**config.mk**
```make
export PLATFORM = sky130hd
export DESIGN_NAME = plru_update
export DESIGN_NICKNAME = d
export VERILOG_FILES = /design/src/rtl/plru_update.sv
export SDC_FILE = /design/constraint.sdc
export NUM_CORES = 1
export LEC_CHECK = 0
export BUFFER_PORTS_ARGS = -buffer_cell sky130_fd_sc_hd__buf_2
export CAP_MARGIN = 20
export CORE_MARGIN = 10
export CORE_UTILIZATION = 47
export CTS_CLUSTER_DIAMETER = 80
export DETAILED_ROUTE_END_ITERATION = 10
export MAX_ROUTING_LAYER = met4
export PLACE_DENSITY = 0.8
export SLEW_MARGIN = 0
export SYNTH_ARGS = -nofsm -noshare
export SYNTH_HDL_FRONTEND = slang
export SYNTH_SLANG_ARGS = --single-unit
```
**constraint.sdc**
```tcl
create_clock -name clk -period 2.3 [get_ports clk]
set_input_delay 0.115 -clock clk [delete_from_list [all_inputs] [get_ports clk]]
set_output_delay 0.115 -clock clk [all_outputs]
set_load 0.1 [all_outputs]
```
**src/rtl/plru_update.sv**
```systemverilog
// Tree pseudo-LRU controller for a 4-way cache. It reads a set's PLRU state,
// returns the hit or victim way, and writes the updated state back in one pass.
module plru_update #(
  parameter int S_INDEX = 4,
  parameter int WIDTH   = 3
) (
  input  logic               clk,
  input  logic               rst_n,
  input  logic               req_valid,
  output logic               req_ready,
  input  logic [S_INDEX-1:0] req_set,
  input  logic               req_hit,
  input  logic [1:0]         req_way,
  output logic               resp_valid,
  input  logic               resp_ready,
  output logic [S_INDEX-1:0] resp_set,
  output logic [1:0]         resp_way,
  output logic               lru_csb0,
  output logic               lru_web0,
  output logic [S_INDEX-1:0] lru_addr0,
  input  logic [WIDTH-1:0]   lru_dout0,
  output logic               lru_csb1,
  output logic               lru_web1,
  output logic [S_INDEX-1:0] lru_addr1,
  output logic [WIDTH-1:0]   lru_din1
);

  logic               r_s1Valid;
  logic [S_INDEX-1:0] r_s1Set;
  logic               r_s1Hit;
  logic [1:0]         r_s1Way;
  logic               r_respValid;
  logic [S_INDEX-1:0] r_respSet;
  logic [1:0]         r_respWay;

  logic               w_accept;
  logic               w_s1Adv;
  logic [1:0]         w_victim;
  logic [1:0]         w_way;
  logic [WIDTH-1:0]   w_nextState;

  // Every handshake output is gated by rst_n so reset wins immediately, not one edge later.
  assign w_s1Adv   = rst_n && r_s1Valid && (!r_respValid || resp_ready);
  assign req_ready = rst_n && (!r_s1Valid || w_s1Adv);
  assign w_accept  = req_valid && req_ready;

  assign lru_csb0  = !w_accept;
  assign lru_web0  = 1'b1;
  assign lru_addr0 = req_set;

  assign lru_csb1  = !w_s1Adv;
  assign lru_web1  = !w_s1Adv;
  assign lru_addr1 = r_s1Set;
  assign lru_din1  = w_nextState;

  assign resp_valid = rst_n && r_respValid;
  assign resp_set   = rst_n ? r_respSet : '0;
  assign resp_way   = rst_n ? r_respWay : 2'd0;

  // Bit 0 picks the pair, bits 1/2 pick within the left/right pair; touching a
  // way points every bit on its path away from it and leaves the other pair alone.
  always_comb begin
    w_victim = lru_dout0[0] ? (lru_dout0[2] ? 2'd3 : 2'd2)
                            : (lru_dout0[1] ? 2'd1 : 2'd0);
    w_way = r_s1Hit ? r_s1Way : w_victim;
    w_nextState = lru_dout0;
    w_nextState[0] = ~w_way[1];
    if (!w_way[1]) begin
      w_nextState[1] = ~w_way[0];
    end else begin
      w_nextState[2] = ~w_way[0];
    end
  end

  always_ff @(posedge clk) begin
    if (!rst_n) begin
      r_s1Valid   <= 1'b0;
      r_respValid <= 1'b0;
      r_respSet   <= '0;
      r_respWay   <= 2'd0;
      r_s1Set     <= '0;
      r_s1Hit     <= 1'b0;
      r_s1Way     <= 2'd0;
    end else begin
      if (w_accept) begin
        r_s1Valid <= 1'b1;
        r_s1Set   <= req_set;
        r_s1Hit   <= req_hit;
        r_s1Way   <= req_way;
      end else if (w_s1Adv) begin
        r_s1Valid <= 1'b0;
      end

      if (w_s1Adv) begin
        r_respValid <= 1'b1;
        r_respSet   <= r_s1Set;
        r_respWay   <= w_way;
      end else if (r_respValid && resp_ready) begin
        r_respValid <= 1'b0;
      end
    end
  end

endmodule

```
# After elaboration in Yosys (flattened, before gate mapping)
# Cells that the tools add are included.
[word_totals] reg_bits=15 input_bits=14 output_inout_bits=23 wordCells=35
[op_classes] muxes=12 n_bitwise=2 reduce_logical=14
[ops] operator="$mux 1" count=8
[ops] operator="$logic_and 1x1->1" count=6
[ops] operator="$mux 2" count=3
[ops] operator="$logic_not 1->1" count=4
[ops] operator="$mux 4" count=1
[ops] operator="$reduce_bool 2->1" count=2
[ops] operator="$logic_or 1x1->1" count=2
[ops] operator="$not 1->1" count=2

# Logic depth before layout (Yosys ltp)
[logic_depth] depth_word=7 ltp_mapped=4 mapped_depth_nobuf=4

# Least setup slack after synthesis
# OpenSTA, ideal clock, no wires.
[synth_path] path_kind="reg2out" startpoint="register r_s1Hit" endpoint="output port lru_din1[1]" t_arrival_ps=2978 required_time_ps=2185 setup_slack_ps=-793 stages_incl_launch_ff=5 n_path_buf=0 path_cell_list="dfxtp_1 mux2_2 inv_1 nor2_1 a31oi_1"
[synth_between] elab_chain_cells=3
[synth_lines] item="start, declared" line_no="30" text="logic r_s1Hit;"
[synth_lines] item="start signal, assigned" line_no="88" text="r_s1Hit <= req_hit;"
[synth_lines] item="$mux 2 *" line_no="65" text="w_way = r_s1Hit ? r_s1Way : w_victim;"
[synth_lines] item="$not 1->1" line_no="69" text="w_nextState[1] = ~w_way[0];"
[synth_lines] item="$mux 1 *" line_no="68" text="if (!w_way[1]) begin"
[synth_lines] item="end, declared" line_no="25" text="output logic [WIDTH-1:0] lru_din1"
# Every way passes the cells marked *; elsewhere a longest branch is shown, timed or not.

# Worst setup path after layout
# Same ends and word-level chain as after synthesis.

==> metrics.yaml <==
layout:
  final_nets: 123
  final_cells: 124
  layout_common_cells: "buf_2 (35), dfxtp_1 (15), inv_1 (10)"
  final_common_cell: "buf_2"
  postLayoutCellArea_sq_um: 913
  area_growth_pct: 24.1
  drive_above_1_share: 0.463
  fillers: 135
  antenna_cells: 0
floorplan:
  io_pins: 37
  die_h_um: 59.6
  num_rows: 14
  die-area_sq_mm: 0.00355
  core-area_sq_mm: 0.00149
  start_util: 0.494
  fp.dieW_um: 59.6
drt:
  route.detailed.wl_per_inst_um: 13.4
  wl_um: 1670
  vias: 592
  remaining_drc_errors: 0
  first_pass_iters: 6
  drt_iter0_markers: 10
  routed_via_density: 4.77
  ant_nets: 0
place:
  pre_cts_ws_ns: 0.631
  dpl_cell_area_sq_um: 886
  io_buffer_count: 35
  dpl.cell_count: 120
  gp_congestion: 0.726
  hpwl_um: 1290
run_status:
  status: "complete, no violations"
flow_run:
  cap_violations: 0
timing:
  timing.setup.tns_ns: 0
  fin_crit_ns: 1.97
  final_hold_viol_count: 0
  drv_slew: 0
  clock.fmax_mhz: 509
  rsz0062_at_grt: "no"
  period_share: 0.855
  finalSetupViolCount: 0
  clock_skew_ns: 0.00341
  worst_slack_ns: 0.334
worst_setup_path:
  worstPathArrival_ns: 1.85
  critPathLaunch: "r_s1Hit"
  crit_path_max_incr_delay_ns: 0.44
  crit_end: "lru_din1[1]"
  crit_slowest_cell: "buf_2"
  r2r-end: "lru_addr1[1]"
  crit_chain: "mux2_2, inv_1, nor2_1, a31oi_4, buf_2"
  setup.worst_path.end_class: "primary output"
  worstPathRequired_ns: 2.18
  reg2reg_depth: 3
  regToRegStartpoint: "r_s1Valid"
  r2r_setup_slack_ns: 1.15
  critical_path_class: "register to primary output"
  cp-start-kind: "register"
  path_max_fanout: 4
clock_tree:
  holdBufCountCts: 0
  cts_tree: "done"
  worst_skew_pair.late_latency_ns: 0.29
  clock_path_buffers: 2
  cts_root_buf: "clkbuf_4"
  cts_buffers: 3
  cts_sinks: 15
  cts.repair.resized: 0
  clkTransAtPathRegs_ns: 0.09
  post-cts-setup-buffer-count: 0
  ctsHtreeMaxLevel: 1
grt:
  grt_pass1_wl_um: 2660
  grt_overflow_total: 0
  grt.total_usage: 0.0998
  antenna_found_initial: 0
  grt_pass1_vias: 582
  grt_max_degree: 22
power_and_ir_drop:
  p_leak_uw: 0.000484
  finalPower_uw: 714
  peakVddDrop_uv: 504
  p_per_area_mw_per_mm2: 782
synthesis:
  yosysSeqAreaShare: 0.408
  synthTopCellsByArea: "dfxtp_1 (41%), mux2i_1 (9.5%), mux2_2 (9.2%), buf_4 (6.1%), and2_1 (5.1%)"
  post-synth-top-area-cell: "dfxtp_1"
  postSynthAreaPerCell_sq_um: 9.43
  ys_seq_elements: 15
  synth_warnings: 0
  synthDistinctLibCells: 24
  synth_nets: 92
  yosysTopAreaCellShare: 0.408
  synth_area_sq_um: 736
  synth_cells: 78
hold_path:
  hold_class: "primary input to register"
## power breakdown
| part | switching [uW] | total [uW] | leakage [uW] | internal [uW] |
|---|---|---|---|---|
| sequential | 9.37 | 286 | 0.000123 | 277 |
| clock | 84.8 | 149 | 0.0000177 | 64.7 |
| combinational | 226 | 278 | 0.000343 | 52.4 |
## area by class of cell
class,instances,area [sq um],share of cell area
clock buffers,3,22.5,0.0247
clock inverters,1,5.00,0.00548
inverters,10,37.5,0.0411
multi-input cells,44,353,0.386
flip-flops and latches,15,300,0.329
well taps,16,20.0,0.0219
repair buffers,35,175,0.192
## synth_stat cells (all sizes together)
master,number
dfxtp,15
inv,10
buf,9
and2,7
mux2i,7
nand2,7
mux2,6
a31oi,2
nand2b,2
nor2,2
nor2b,2
a211o,1
a21boi,1
a21oi,1
a22o,1
and4,1
conb,1
nand3,1
o211a,1
o21a,1
## how the worst min path moves through the flow
stage,from,end,cells past startpoint
2_1_floorplan,req_valid,r_s1Valid,1
3_5_place_dp,req_valid,r_s1Valid,2
5_1_grt,req_valid,r_s1Valid,2
6_report,req_way[0],r_s1Way[0],3
3_3_place_gp,req_valid,r_s1Valid,2
4_1_cts,req_way[0],r_s1Way[0],3
## sequential cells by signal (all words and copies together) (netlist names)
name         flops
r_respWay        2
lru_addr1        4
r_s1Hit          1
r_respSet        4
r_s1Valid        1
r_s1Way          2
r_respValid      1
## through the flow
| step | utilization | hold slack [ns] |
|---|---|---|
| after floorplan | - | 0.239 |
| after global placement | 0.595 | 0.340 |
| after detailed placement | 0.595 | 0.362 |
| after CTS | 0.613 | 0.0535 |
| after global routing | 0.613 | 0.0371 |
| final | 0.613 | 0.0588 |
## routing by layer
layer | share of wire | vias to the layer above | global-route usage
met5 | 0 | - | -
met4 | 0.011 | 0 | 0.0385
met3 | 0.095 | 4 | 0.0601
met2 | 0.46 | 23 | 0.147
met1 | 0.43 | 260 | 0.107
li1 | - | 305 | -
## critical path: cells and delay by family (launching register included)
family | cells | cell delay [ns]
AO/OA/AOI/OAI | 1 | 0.13
buffers and inverters | 2 | 0.57
flip-flops | 1 | 0.39
multiplexers | 1 | 0.39
AND/OR/NAND/NOR | 1 | 0.08
## logic make-up (layout without fill, tap and decap cells)
family | count (synthesis) | in the layout | share of synthesized area
buffers and inverters | 19 | 49 | 0.141
AND/OR/NAND/NOR | 22 | 22 | 0.177
multiplexers | 13 | 13 | 0.187
AO/OA/AOI/OAI | 8 | 8 | 0.0816
flip-flops | 15 | 15 | 0.408
other | 1 | 1 | 0.00510
Note: power is estimated with default switching activity, not from simulation.
